`src/rtl/queen_job_ctrl.sv`:
```
// queen_job_ctrl: buffers one placement job, replays it to the QUEEN core, then collects and drains the answer.
module queen_job_ctrl #(
    parameter int BOARD   = 12,
    parameter int MAX_NUM = 7,
    parameter int TIMEOUT = 1023
) (
    input  logic       clk,
    input  logic       rst_n,
    input  logic       h_valid,
    output logic       h_ready,
    input  logic [3:0] h_col,
    input  logic [3:0] h_row,
    input  logic       h_last,
    output logic       q_in_valid,
    output logic       q_in_valid_num,
    output logic [2:0] q_in_num,
    output logic [3:0] q_col,
    output logic [3:0] q_row,
    input  logic       q_out_valid,
    input  logic [3:0] q_out,
    output logic       r_valid,
    input  logic       r_ready,
    output logic [3:0] r_data,
    output logic       r_last,
    output logic       busy,
    output logic       err
);
    typedef enum logic [2:0] {LOAD, ISSUE, WAIT, COLLECT, DRAIN} state_t;

    localparam logic [2:0] CNT_LAST = 3'(MAX_NUM - 1);
    localparam logic [3:0] BOARD_N  = 4'(BOARD);
    localparam logic [9:0] WD_LAST  = 10'(TIMEOUT - 1);

    state_t     state_q, state_d;
    logic [2:0] cnt_q, cnt_d;
    logic [3:0] ptr_q, ptr_d;
    logic [3:0] idx_q, idx_d;
    logic [9:0] wd_q, wd_d;
    logic       err_q, err_d;
    logic       q_in_valid_q, q_in_valid_d;
    logic       q_in_valid_num_q, q_in_valid_num_d;
    logic [2:0] q_in_num_q, q_in_num_d;
    logic [3:0] q_col_q, q_col_d;
    logic [3:0] q_row_q, q_row_d;
    logic [7:0] pbuf_q [MAX_NUM];
    logic [3:0] res_q [BOARD];

    assign h_ready        = state_q == LOAD;
    assign busy           = state_q != LOAD;
    assign err            = err_q;
    assign r_valid        = state_q == DRAIN;
    // idx holds the captured length while draining
    assign r_last         = r_valid && ptr_q == idx_q - 4'd1;
    assign r_data         = r_valid ? res_q[ptr_q] : '0;
    assign q_in_valid     = q_in_valid_q;
    assign q_in_valid_num = q_in_valid_num_q;
    assign q_in_num       = q_in_num_q;
    assign q_col          = q_col_q;
    assign q_row          = q_row_q;

    always_comb begin
        state_d = state_q;
        cnt_d   = cnt_q;
        ptr_d   = ptr_q;
        idx_d   = idx_q;
        wd_d    = wd_q;
        err_d   = err_q;
        case (state_q)
            LOAD: if (h_valid) begin
                cnt_d   = cnt_q + 3'd1;
                err_d   = (cnt_q == 3'd0) ? 1'b0 : err_q;
                state_d = (h_last || cnt_q == CNT_LAST) ? ISSUE : LOAD;
            end
            ISSUE: begin
                ptr_d = ptr_q + 4'd1;
                if (ptr_q[2:0] == cnt_q - 3'd1) begin
                    ptr_d   = '0;
                    wd_d    = '0;
                    state_d = WAIT;
                end
            end
            WAIT: begin
                wd_d = wd_q + 10'd1;
                if (q_out_valid) begin
                    idx_d   = 4'd1;
                    state_d = COLLECT;
                end else if (wd_q == WD_LAST) begin
                    err_d   = 1'b1;
                    cnt_d   = '0;
                    state_d = LOAD;
                end
            end
            COLLECT: begin
                if (idx_q == BOARD_N) begin
                    state_d = DRAIN;
                end else if (q_out_valid) begin
                    idx_d = idx_q + 4'd1;
                end else begin
                    err_d   = 1'b1;
                    state_d = DRAIN;
                end
            end
            DRAIN: if (r_ready) begin
                ptr_d = ptr_q + 4'd1;
                if (r_last) begin
                    ptr_d   = '0;
                    idx_d   = '0;
                    cnt_d   = '0;
                    state_d = LOAD;
                end
            end
            default: state_d = LOAD;
        endcase
        q_in_valid_d           = state_q == ISSUE;
        q_in_valid_num_d       = q_in_valid_d && ptr_q == 4'd0;
        q_in_num_d             = q_in_valid_num_d ? cnt_q : '0;
        {q_col_d, q_row_d}     = q_in_valid_d ? pbuf_q[ptr_q[2:0]] : '0;
    end

    always_ff @(posedge clk or negedge rst_n) begin
        if (!rst_n) begin
            state_q          <= LOAD;
            cnt_q            <= '0;
            ptr_q            <= '0;
            idx_q            <= '0;
            wd_q             <= '0;
            err_q            <= 1'b0;
            q_in_valid_q     <= 1'b0;
            q_in_valid_num_q <= 1'b0;
            q_in_num_q       <= '0;
            q_col_q          <= '0;
            q_row_q          <= '0;
        end else begin
            state_q          <= state_d;
            cnt_q            <= cnt_d;
            ptr_q            <= ptr_d;
            idx_q            <= idx_d;
            wd_q             <= wd_d;
            err_q            <= err_d;
            q_in_valid_q     <= q_in_valid_d;
            q_in_valid_num_q <= q_in_valid_num_d;
            q_in_num_q       <= q_in_num_d;
            q_col_q          <= q_col_d;
            q_row_q          <= q_row_d;
        end
    end

    always_ff @(posedge clk) begin
        if (state_q == LOAD && h_valid) pbuf_q[cnt_q] <= {h_col, h_row};
        if ((state_q == WAIT || (state_q == COLLECT && idx_q != BOARD_N)) && q_out_valid) res_q[idx_q] <= q_out;
    end
endmodule

```
`config.mk`:
```
export PLATFORM = sky130hd
export DESIGN_NAME = queen_job_ctrl
export DESIGN_NICKNAME = d
export VERILOG_FILES = /design/src/rtl/queen_job_ctrl.sv
export SDC_FILE = /design/constraint.sdc
export NUM_CORES = 1
export LEC_CHECK = 0
export ABC_CLOCK_PERIOD_IN_PS = 2800
export CORE_MARGIN = 2
export CORE_UTILIZATION = 55
export DETAILED_ROUTE_END_ITERATION = 7
export GPL_TIMING_DRIVEN = 0
export HOLD_SLACK_MARGIN = 0.08
export PLACE_DENSITY = 0.75
export SYNTH_ARGS = -nofsm -noshare
export SYNTH_HDL_FRONTEND = slang
export SYNTH_SLANG_ARGS = --single-unit
```
`constraint.sdc`:
```
create_clock -name clk -period 2.8 [get_ports clk]
set_input_delay 0.7 -clock clk [delete_from_list [all_inputs] [get_ports clk]]
set_output_delay 0.7 -clock clk [all_outputs]
set_load 0.01 [all_outputs]
```
==> impl_metrics.yaml <==
status:
  outcome: "finished, violations left"
  failed_checks: "setup timing"
synthesis:
  synthCells: 420
  synth_compound_area_share_pct: 5.852
  yosys.area.top_type: "edfxtp_1"
  synth-main-ff-cell: "edfxtp_1"
  synth_top_area_share_pct: 50.72
  avgSynthCellArea_um2: 14.66
  synth-xor-area-share_pct: 1.666
  yosys.area_share.adder_pct: 2.642
  synth_area_leaders: "edfxtp_1 51%, dfrtp_1 15%, mux4_2 7.3%, mux2i_1 3.6%, ha_1 2.6%"
  synthSimpleGateAreaFrac_pct: 9.917
  synth_top_family_by_area: "multiplexers"
  synth-seq-area-share_pct: 66.17
  synth_edf_count: 104
  synth_fp_nets: 451
  synthMuxAreaShare_pct: 11.50
  async_flop_share_pct: 26.76
  syn_area_um2: 6157
  synth.distinct_cells: 49
  synth_seq_cells: 142
  ys_warn_count: 0
place:
  hpwl_mm: 8.003
  dp.cells: 598
  dpl_cell_area_um2: 6708
  place_congestion: 0.8113
  io_buffers: 38
power_and_ir_drop:
  p_seq_share_pct: 35.6
  cellPowerDensity_nw_per_um2: 1020
  swShare_pct: 32.54
  leakage_nw: 2.757
  clockPowerShare_pct: 27.5
  intPower_w: 0.005123
  p_sw_w: 0.002471
  irDropWorstVdd_mv: 0.5916
  combPwrFrac_pct: 36.9
finish:
  drive_gt1_share_pct: 20.04
  n_antenna_cell: 0
  multi_input_area_um2: 1983
  finalNonFillerCells: 644
  nFillCells: 754
  areaGrowthSynthToFinish_pct: 20.89
  regArea_um2: 4075
  nets: 523
  postLayoutCellArea_um2: 7443
timing:
  hold_viol: 0
  worstMarginPinSlew_ns: 1.284
  finalSetupViolations: 4
  period_minus_slack_ns: 3.042
  fin_skew_ns: 0.01023
  relSlewSlack_pct: 13.77
  slew_viol_final: 0
  fin_crit_sh_pct: 108.6
  max_freq_mhz: 328.8
  worst_slack_ns: -0.2418
  rsz0062_at_grt: "true"
clock_network:
  clock-sinks: 142
  cts_tree: "yes"
  htreeDepth: 4
  numCtsBuffers: 17
  cts_root_buffer: "clkbuf_8"
  clock_latency_ns: 0.55
  clkTransAtPathRegs_ns: 0.06
  clock_path_buffers: 2
route:
  num_vias: 3741
  drt-total-wl_mm: 12.47
  first_pass_iters: 4
  drt-initial-drc-count: 348
  viasPerCell: 5.809
  post_drt_wl_per_cell_um: 19.36
  drc_errors: 0
  ant_nets: 0
global_routing:
  grt_pass1_vias: 3704
  grt_remaining_overflow: 0
  antenna_found_initial: 0
  grt_max_degree: 39
  grt_pass1_wl_mm: 19.53
  gr-usage-all-layers_pct: 22.77
floorplanning:
  rows: 38
  coreArea_um2: 10890
  ios: 40
  dieArea_um2: 12060
  start_util_pct: 56.55
  die_h_um: 109.8
  die_w_um: 109.8
flow_run:
  drv_cap: 0
critical_path:
  end_kind: "output pin"
  crit_fanout: 4
  required_ns: 2.10
  startpoint_type: "flop"
  worstSetupPathType: "flop to output pin"
  crit_arrival_ns: 2.34
  worstRegToRegCells: 10
min_path:
  hold_class: "input pin to asynchronous set/reset pin"
[sequential cells by signal (all words and copies together), names as in the netlist, 3 cells and up]
name	cells
cnt_q	3
q_col	4
pbuf_q	56
q_row	4
wd_q	10
state_q	3
res_q	48
idx_q	4
q_in_num	3
ptr_q	4
[worst max-delay path: stages (launching register included)]
cell and delay [ns]:
dfrtp_1 0.36, buf_6 0.13, buf_12 0.11, buf_12 0.09, mux4_2 0.49, mux2i_2 0.18, nor2_1 0.06, a21oi_1 0.15
nor2_1 0.08, buf_2 0.14
[power groups by stage]
stage | sequential [W] | clock (W) | combinational [W]
after global placement | 0.00273 | 0 | 0.00242
after CTS | 0.00270 | 0.00212 | 0.00272
after floorplan | 0.00273 | 0 | 0.00174
final | 0.00270 | 0.00208 | 0.00281
after global routing | 0.00273 | 0.00220 | 0.00304
after detailed placement | 0.00274 | 0 | 0.00247
[metal layers]
layer / global-route usage [%] / part of all wire, % / vias up
li1: - / - / 1725
met1: 31.28 / 44 / 1886
met2: 35.14 / 49 / 116
met3: 6.817 / 6.5 / 14
met4: 7.324 / 0.94 / 0
met5: 0 / 0 / -
[metrics by stage]
stage	setup TNS [ns]	hold slack (ns)	worst slack [ns]	power, W	util (%)
after floorplan	0	0.4044	0.4768	0.004470	-
after detailed placement	-6.312	0.4697	-0.3510	0.005214	61.61
after global placement	-5.374	0.4758	-0.3724	0.005145	61.65
final	-0.8715	0.2702	-0.2418	0.007594	68.36
after global routing	-1.359	0.3395	-0.3963	0.007982	68.36
after CTS	-0.8732	0.2824	-0.3020	0.007539	67.75
[cells by family (layout without fill, tap and decap cells)]
logic type                 count (synthesis)  after routing
muxes                                     45             45
AOI/OAI and AO/OA                         56             56
and+or+nand+nor                          123            123
buffers and inverters                     31            115
xor gates and xnor gates                  10             10
adders and majority gates                 13             13
DFF                                      142            142
[worst paths after layout]
kind,startpoint,end,slack (ns)
worst max-delay path,ptr_q[0]$_DFFE_PN0P_,r_data[2],-0.24
worst min-delay path,rst_n,wd_q[5]$_DFFE_PN0P_,0.27
worst max register to register,ptr_q[0]$_DFFE_PN0P_,q_in_num[2]$_DFF_PN0_,0.27
worst min register to register,wd_q[8]$_DFFE_PN0P_,wd_q[8]$_DFFE_PN0P_,0.47
max in group asynchronous,rst_n,idx_q[0]$_DFFE_PN0P_,1.92
min in group clk,wd_q[8]$_DFFE_PN0P_,wd_q[8]$_DFFE_PN0P_,0.47
[cell usage in the layout (no fill, tap or decap), drive strengths merged, types with 4 or more instances in the layout]
cell and count:
nor3 12, o21ai 23, mux2i 22, ha 13, nand3 13, buf 32, xnor2 6, inv 14
a31oi 5, clkbuf 27, edfxtp 104, a21oi 11, nor2 32, clkdlybuf4s50 32, and2 15, nand4 4
mux4 20, clkinv 7, dfrtp 38, nand2 29
[area by class of cell]
cell class / count / area share, %
Buffer: 17 / 1.563
Multi-Input combinational cell: 247 / 26.64
Inverter: 13 / 0.6892
Clock buffer: 20 / 5.715
Tap cell: 140 / 2.353
Timing Repair Buffer: 54 / 6.707
Sequential cell: 142 / 54.75
Clock inverter: 11 / 1.580
[synth_stat cells (4+ instances only)]
| cell | count |
|---|---|
| xnor2_1 | 6 |
| mux2i_1 | 22 |
| nand4_1 | 4 |
| dfrtp_1 | 38 |
| nand2_1 | 29 |
| a31oi_1 | 5 |
| clkbuf_1 | 8 |
| nor2_1 | 32 |
| nor3_1 | 11 |
| inv_1 | 13 |
| ha_1 | 13 |
| o21ai_0 | 23 |
| a21oi_1 | 11 |
| and2_1 | 15 |
| nand3_1 | 13 |
| buf_2 | 6 |
| mux4_2 | 20 |
| edfxtp_1 | 104 |
[timing repair]
| item | 4_1_cts | 5_1_grt |
|---|---|---|
| pin swaps | 4 | 4 |
| buffers inserted | 10 | 6 |
| setup endpoints to repair | 7 | 7 |
| hold buffers | 0 | 0 |
| gates cloned | 0 | 0 |
| gates resized for setup | 38 | 4 |
Note: power is estimated with default switching activity, not from simulation.
